## src/rtl/minimax_mem_pkg.sv

```systemverilog
// Shared types and helpers for the minimax memory responder.
package minimax_mem_pkg;

  typedef enum logic {
    ST_IDLE  = 1'b0,
    ST_MERGE = 1'b1
  } state_e;

  localparam logic [31:0] EXIT_ADDR_DEF = 32'hfffffffc;

  // Per byte lane: take new_w where mask is set, otherwise keep old_w.
  function automatic logic [31:0] merge(input logic [31:0] old_w,
                                        input logic [31:0] new_w,
                                        input logic [3:0]  mask);
    logic [31:0] res;
    res = old_w;
    for (int i = 0; i < 4; i++) begin
      if (mask[i]) begin
        res[8*i +: 8] = new_w[8*i +: 8];
      end else begin
        res[8*i +: 8] = old_w[8*i +: 8];
      end
    end
    return res;
  endfunction

endpackage

```

## src/rtl/minimax_mem_responder.sv

```systemverilog
// Arbitrates minimax fetch and data traffic onto one word-write SRAM port,
// with read-modify-write for partial stores and a sticky exit register.
module minimax_mem_responder
  import minimax_mem_pkg::*;
#(
  parameter int          PC_BITS   = 13,
  parameter int          ADDR_BITS = 13,
  parameter logic [31:0] EXIT_ADDR = EXIT_ADDR_DEF
) (
  input  logic                 clk,
  input  logic                 reset_n,
  input  logic [PC_BITS-1:0]   inst_addr,
  input  logic                 inst_regce,
  output logic [15:0]          inst,
  input  logic [31:0]          addr,
  input  logic [31:0]          wdata,
  input  logic [3:0]           wmask,
  input  logic                 rreq,
  output logic [31:0]          rdata,
  output logic                 stall,
  output logic                 sram_en,
  output logic [ADDR_BITS-3:0] sram_addr,
  output logic                 sram_wen,
  output logic [31:0]          sram_wdata,
  input  logic [31:0]          sram_rdata,
  output logic                 exit_valid,
  output logic [31:0]          exit_code
);

  state_e      r_state;
  logic        r_load_pend, r_load_exit, r_fetch_pend, r_inst_hi;
  logic [15:0] r_inst_lat, r_inst;
  logic [31:0] r_rdata, r_exit_code;
  logic        r_exit_valid;

  logic w_data_req, w_is_exit, w_store, w_full;
  logic w_en, w_wen, w_stall, w_fetch_issue, w_load_issue, w_load_exit, w_exit_set;
  logic [31:0] w_wdata;

  assign w_store    = |wmask;
  assign w_full     = (wmask == 4'hf);
  assign w_data_req = rreq | w_store;
  assign w_is_exit  = (addr == EXIT_ADDR);
  assign sram_addr  = w_data_req ? addr[ADDR_BITS-1:2] : inst_addr[PC_BITS-1:2];

  // Port control; reset gates every strobe so an aborted merge never writes.
  always_comb begin
    w_en          = 1'b0;
    w_wen         = 1'b0;
    w_wdata       = wdata;
    w_stall       = 1'b0;
    w_fetch_issue = 1'b0;
    w_load_issue  = 1'b0;
    w_load_exit   = 1'b0;
    w_exit_set    = 1'b0;
    if (!reset_n) begin
      w_en = 1'b0;
    end else if (r_state == ST_MERGE) begin
      w_en    = 1'b1;
      w_wen   = 1'b1;
      w_wdata = merge(sram_rdata, wdata, wmask);
    end else if (w_store) begin
      if (w_is_exit) begin
        w_exit_set = w_full;
      end else if (w_full) begin
        w_en  = 1'b1;
        w_wen = 1'b1;
      end else begin
        w_en    = 1'b1;
        w_stall = 1'b1;
      end
    end else if (rreq) begin
      if (w_is_exit) begin
        w_load_exit = 1'b1;
      end else begin
        w_en         = 1'b1;
        w_load_issue = 1'b1;
      end
    end else begin
      w_en          = 1'b1;
      w_fetch_issue = 1'b1;
    end
  end

  // FSM plus all registered results.
  always_ff @(posedge clk) begin
    if (!reset_n) begin
      r_state      <= ST_IDLE;
      r_load_pend  <= 1'b0;
      r_load_exit  <= 1'b0;
      r_fetch_pend <= 1'b0;
      r_inst_hi    <= 1'b0;
      r_inst_lat   <= 16'h0000;
      r_inst       <= 16'h0000;
      r_rdata      <= 32'h0000_0000;
      r_exit_valid <= 1'b0;
      r_exit_code  <= 32'h0000_0000;
    end else begin
      case (r_state)
        ST_IDLE:  r_state <= w_stall ? ST_MERGE : ST_IDLE;
        ST_MERGE: r_state <= ST_IDLE;
        default:  r_state <= ST_IDLE;
      endcase
      r_load_pend  <= w_load_issue;
      r_load_exit  <= w_load_exit;
      r_fetch_pend <= w_fetch_issue;
      r_inst_hi    <= inst_addr[1];
      if (r_load_pend) begin
        r_rdata <= sram_rdata;
      end else if (r_load_exit) begin
        r_rdata <= 32'h0000_0000;
      end
      if (r_fetch_pend) begin
        r_inst_lat <= r_inst_hi ? sram_rdata[31:16] : sram_rdata[15:0];
      end
      if (inst_regce) begin
        r_inst <= r_inst_lat;
      end
      if (w_exit_set && !r_exit_valid) begin
        r_exit_valid <= 1'b1;
        r_exit_code  <= wdata;
      end
    end
  end

  assign sram_en    = w_en;
  assign sram_wen   = w_wen;
  assign sram_wdata = w_wdata;
  assign stall      = w_stall;
  assign inst       = r_inst;
  assign rdata      = r_rdata;
  assign exit_valid = r_exit_valid;
  assign exit_code  = r_exit_code;

endmodule

```

## config.mk

```make
export PLATFORM = sky130hd
export DESIGN_NAME = minimax_mem_responder
export DESIGN_NICKNAME = d
export VERILOG_FILES = /design/src/rtl/minimax_mem_pkg.sv /design/src/rtl/minimax_mem_responder.sv
export SDC_FILE = /design/constraint.sdc
export NUM_CORES = 1
export LEC_CHECK = 0
export BUFFER_PORTS_ARGS = -buffer_cell sky130_fd_sc_hd__clkbuf_2
export CORE_UTILIZATION = 46
export DETAILED_ROUTE_END_ITERATION = 8
export GPL_TIMING_DRIVEN = 0
export PLACE_DENSITY_LB_ADDON = 0.1
export SLEW_MARGIN = 20
export SYNTH_ARGS = -nofsm -noshare
export SYNTH_HDL_FRONTEND = slang
export SYNTH_SLANG_ARGS = --single-unit
```

## constraint.sdc

```tcl
create_clock -name clk -period 2.8 [get_ports clk]
set_input_delay 0.7 -clock clk [delete_from_list [all_inputs] [get_ports clk]]
set_output_delay 0.7 -clock clk [all_outputs]
set_load 0.005 [all_outputs]
```

# Word level (Yosys, flattened, before mapping)
# Cells that the tools add are included.
[classes] n_shift=0 div_mod_pow=0 bitwise_logic=4 order_cmp=0 n_mul=0 muxes=33 n_eq_ne=2 reduce_logical=6 add_sub_neg=0
[op_table] operator="two-way mux 32 bit" n=4
[op_table] operator="equality test 32 bit, second input constant" n=1
[op_table] operator="two-way mux 8 bit" n=4
[op_table] operator="two-way mux 1 bit" n=22
[op_table] operator="two-way mux 16 bit" n=1
[op_table] operator="two-way mux 11 bit" n=1
[op_table] operator="OR reduction 7 bit" n=1
[op_table] operator="OR reduction 6 bit" n=1
[op_table] operator="equality test 4 bit, second input constant" n=1
[op_table] operator="OR reduction 4 bit" n=1
[op_table] operator="inverter 1 bit" n=3
[op_table] operator="case mux 1 bit (2 select lines)" n=1
[op_table] operator="nonzero test 2 bit" n=1
[op_table] operator="logical AND 1 bit" n=1
[op_table] operator="logical NOT 1 bit" n=1
[op_table] operator="bitwise OR 1 bit" n=1
[totals] wordCells=55 ramBits=0 rom_bits=0 input_bits=117 memories=0 latchBits=0 ff_bits=102 out_inout_bits=127

# Depth between registers and ports, before layout
[logic_depth] word_depth=8 ltp_mapped=7 depth_no_buf=4

# Worst setup path before layout
# OpenSTA, ideal clock, no wires.
[synth_timing] path_kind="input to output" startpoint="input port wmask[2]" endpoint="output port sram_addr[1]" required_time_ns=2.100 stages=4 t_arrival_ns=1.839 path_buffers=1 slack_ns=0.261 path_cell_list="nor4_1 > and2b_1 > buf_4 > mux2_2"
[synth_between] elab_chain_cells=3
[synth_lines] element="from (decl)" line="minimax_mem_responder.sv:17" source="input logic [3:0] wmask,"
[synth_lines] element="OR reduction 4 bit" line="minimax_mem_responder.sv:40" source="assign w_store = |wmask;"
[synth_lines] element="bitwise OR 1 bit" line="minimax_mem_responder.sv:42" source="assign w_data_req = rreq | w_store;"
[synth_lines] element="two-way mux 11 bit" line="minimax_mem_responder.sv:44" source="assign sram_addr = w_data_req ? addr[ADDR_BITS-1:2] : inst_addr[PC_BITS-1:2];"
[synth_lines] element="to (decl)" line="minimax_mem_responder.sv:22" source="output logic [ADDR_BITS-3:0] sram_addr,"
# No other way between the ends.

# Worst setup path in the final report
[layout_timing] startpoint="input port wmask[3]" endpoint="output port sram_addr[7]"
# Same word-level chain as after synthesis.

==> results by group <==
Status
  – Status: finished clean

Clock network
  – Worst-Skew Late Latency: 0.37 ns
  – H-Tree Depth: 3
  – Clk buf depth: 2
  – CTS Buf Count: 9
  – CTS tree: built
  – Clock sinks: 102
  – CTS root buf: clkbuf_8
  – Worst-path clk slew: 0.09 ns

Floorplanning
  – Die Height: 104.2 um
  – Core Box Area: 9955 um2
  – Die X: 104.2 um
  – Die Area: 10860 um2
  – I/O pins: 244
  – Row count: 36
  – Initial Utilization: 48.28%

Power
  – Internal Power: 2.082 mW
  – Net switching power: 710.5 uW
  – Leakage power: 2.978 nW
  – Clock power frac: 35.0%
  – Peak VDD IR: 273.1 uV
  – Gate power share: 12.6%
  – Register share of total power: 52.4%
  – Switching Fraction: 25.44%
  – Pwr per Cell Area: 436.7 nW/um2

Timing
  – Period Utilization, post-route: 97.70%
  – Worst-margin pin slew: 0.4948 ns
  – Normalized max-slew margin: 67.01%
  – Setup TNS: 0 ns
  – Max-slew violation count: 0
  – Minimum clock period: 2.736 ns
  – Final WS setup: 0.06429 ns
  – Clock Skews: 0.006996 ns
  – Final hold violation count: 0
  – Setup Viol. Count Final: 0
  – FMAX: 365.5 MHz
  – RSZ-0062 raised after global routing: false

Critical path
  – Worst Path Required: 2.10 ns
  – Startpoint Class: input port
  – Crit path DAT: 2.04 ns
  – Worst Setup End Kind: output port
  – Critical Path Fanout Max: 10
  – Setup CP Type: input port to output port

Cells and area
  – Share of cells above drive strength 1: 42.82%
  – Fill cells: 881
  – Commonest non-fill, non-tap cells in the layout: clkbuf_2 (241), dfxtp_1 (102), nand2_1 (82), mux2i_1 (64), nor2b_1 (48)
  – Most common cell after layout, fill and taps aside: clkbuf_2
  – # diodes: 0
  – Nets: 857
  – P&R area growth vs syn: 33.06%

Synthesis
  – Syn Area/Cell: 9.768 um2
  – Cell Area, Synth: 4806 um2
  – Post-synthesis sequential area ratio: 42.49%
  – YS warnings: 0
  – Seq cells post-synth: 102
  – Count of different cell masters after synthesis: 28
  – Syn nets: 609
  – Syn Inst Count: 492

Placed design
  – IO buf count: 240
  – Setup Slack @ Placement: -0.2443 ns
  – Post-DP HPWL: 11890 um
  – Routability Congestion: 0.8654

Hold path
  – Worst hold path class: flip-flop to flip-flop

GRT
  – Largest net degree at the start of global routing: 18
  – First-pass GRT wire length: 22720 um
  – Number of global-route vias before repair: 4387
  – Total Routing Usage GR: 26.99%
  – Antenna violations before repair: 0
  – Grt total ovfl: 0

Routing
  – Routed wire length: 14650 um
  – Vias per cell: 5.140
  – 1st-iter DRT viols: 188
  – Final ANT Viol Nets: 0
  – Drt first pass iters: 4
  – DRC errors left: 0
  – Vias: 4513
  – Wire per inst: 16.68 um

Run
  – Number of max-cap violations: 0
[cell type report]
| cell class | count | area, um2 | share of cell area, % |
|---|---|---|---|
| clock inverters | 5 | 66.31 | 1.037 |
| plain buffers | 36 | 201.4 | 3.150 |
| clock buffers | 11 | 141.4 | 2.211 |
| well taps | 133 | 166.4 | 2.602 |
| flip-flops and latches | 102 | 2042 | 31.93 |
| repair buffers | 242 | 1216 | 19.02 |
| multi-input cells | 349 | 2561 | 40.05 |
[synth_stat cells]
master	number	area, um2
o31a_1	1	8.760
and2_1	1	6.260
nand4b_4	1	23.77
buf_2	4	20.02
o211a_1	16	160.2
nand4b_1	2	17.52
nor4_4	2	42.54
buf_6	1	11.26
a21oi_1	34	170.2
buf_4	1	7.510
buf_12	3	60.06
or2_2	4	25.02
nor4_1	1	6.260
mux2_2	43	484.2
and3_1	3	18.77
nand2b_1	1	6.260
and2b_1	1	7.510
nand4_1	7	43.79
nor2b_1	48	300.3
buf_1	5	18.77
nand2_1	82	307.8
clkbuf_1	27	101.4
nor2_1	2	7.510
o21a_1	2	15.01
dfxtp_1	102	2042
mux2i_1	64	640.6
nor3b_1	33	247.7
nor3_1	1	5.000
[power by group through the flow]
stage	Combinational, mW	Clock, mW	Sequential (mW)
after floorplan	0.156	0	1.50
after global placement	0.343	0	1.50
after detailed placement	0.351	0	1.50
after CTS	0.354	0.991	1.46
after global routing	0.380	1.06	1.46
final	0.353	0.977	1.46
[critical path: stages]
cell	delay, ns
clkbuf_2	0.11
nor4_4	0.35
and2b_2	0.21
buf_4	0.17
mux2_2	0.37
clkbuf_2	0.12
[logic make-up (layout without fill, tap and decap cells)]
| kind of cell | count (synthesis) | in the layout | share of synthesized area, % |
|---|---|---|---|
| and+or+nand+nor | 189 | 189 | 22.18 |
| muxes | 107 | 107 | 23.41 |
| DFF | 102 | 102 | 42.49 |
| AOI/OAI and AO/OA | 53 | 53 | 7.368 |
| buffers and inverters | 41 | 294 | 4.556 |
[worst paths after layout]
kind	startpoint	to	slack (ns)	depth (start not counted)
worst max-delay path	wmask[3]	sram_addr[7]	0.06	6
worst min-delay path	exit_code[10]$_SDFFE_PN0P_	exit_code[10]$_SDFFE_PN0P_	0.46	2
worst max register to register	r_load_pend$_SDFF_PP0_	rdata[26]$_SDFFE_PN0P_	1.25	5
worst min register to register	exit_code[10]$_SDFFE_PN0P_	exit_code[10]$_SDFFE_PN0P_	0.46	2
[metrics by stage]
| stage | power [mW] | utilization, % | hold slack [ns] | instances | instance area (um2) |
|---|---|---|---|---|---|
| finish | 2.793 | 64.24 | 0.4612 | 878 | 6395 |
| global route | 2.901 | 64.24 | 0.4840 | 878 | 6395 |
| CTS | 2.807 | 64.24 | 0.4624 | 880 | 6395 |
| detailed placement | 1.847 | 62.02 | 0.4492 | 865 | 6173 |
| global placement | 1.839 | 62.02 | 0.4422 | 865 | 6173 |
| floorplan | 1.652 | - | 0.4511 | 492 | 4806 |
[state kept, by name (all words and copies together), names as in the netlist]
register	cells
exit_code	32
rdata	32
inst	16
r_inst_lat	16
exit_valid	1
r_fetch_pend	1
r_inst_hi	1
r_load_exit	1
r_load_pend	1
r_state	1
[per-layer routing]
layer,part of all wire (%),up-vias,track usage [%]
met1,41,2084,30.97
met4,3.0,0,11.94
li1,-,2205,-
met3,7.1,27,6.767
met5,0,-,0
met2,49,197,47.24
[timing repair]
item	in CTS	in global routing
pin swaps	0	1
gates resized for setup	4	0
endpoints found under the hold margin	0	0
buffers inserted	0	2
endpoints found under the setup margin	19	32
hold buffers	0	0
(Power assumes the default switching activity.)
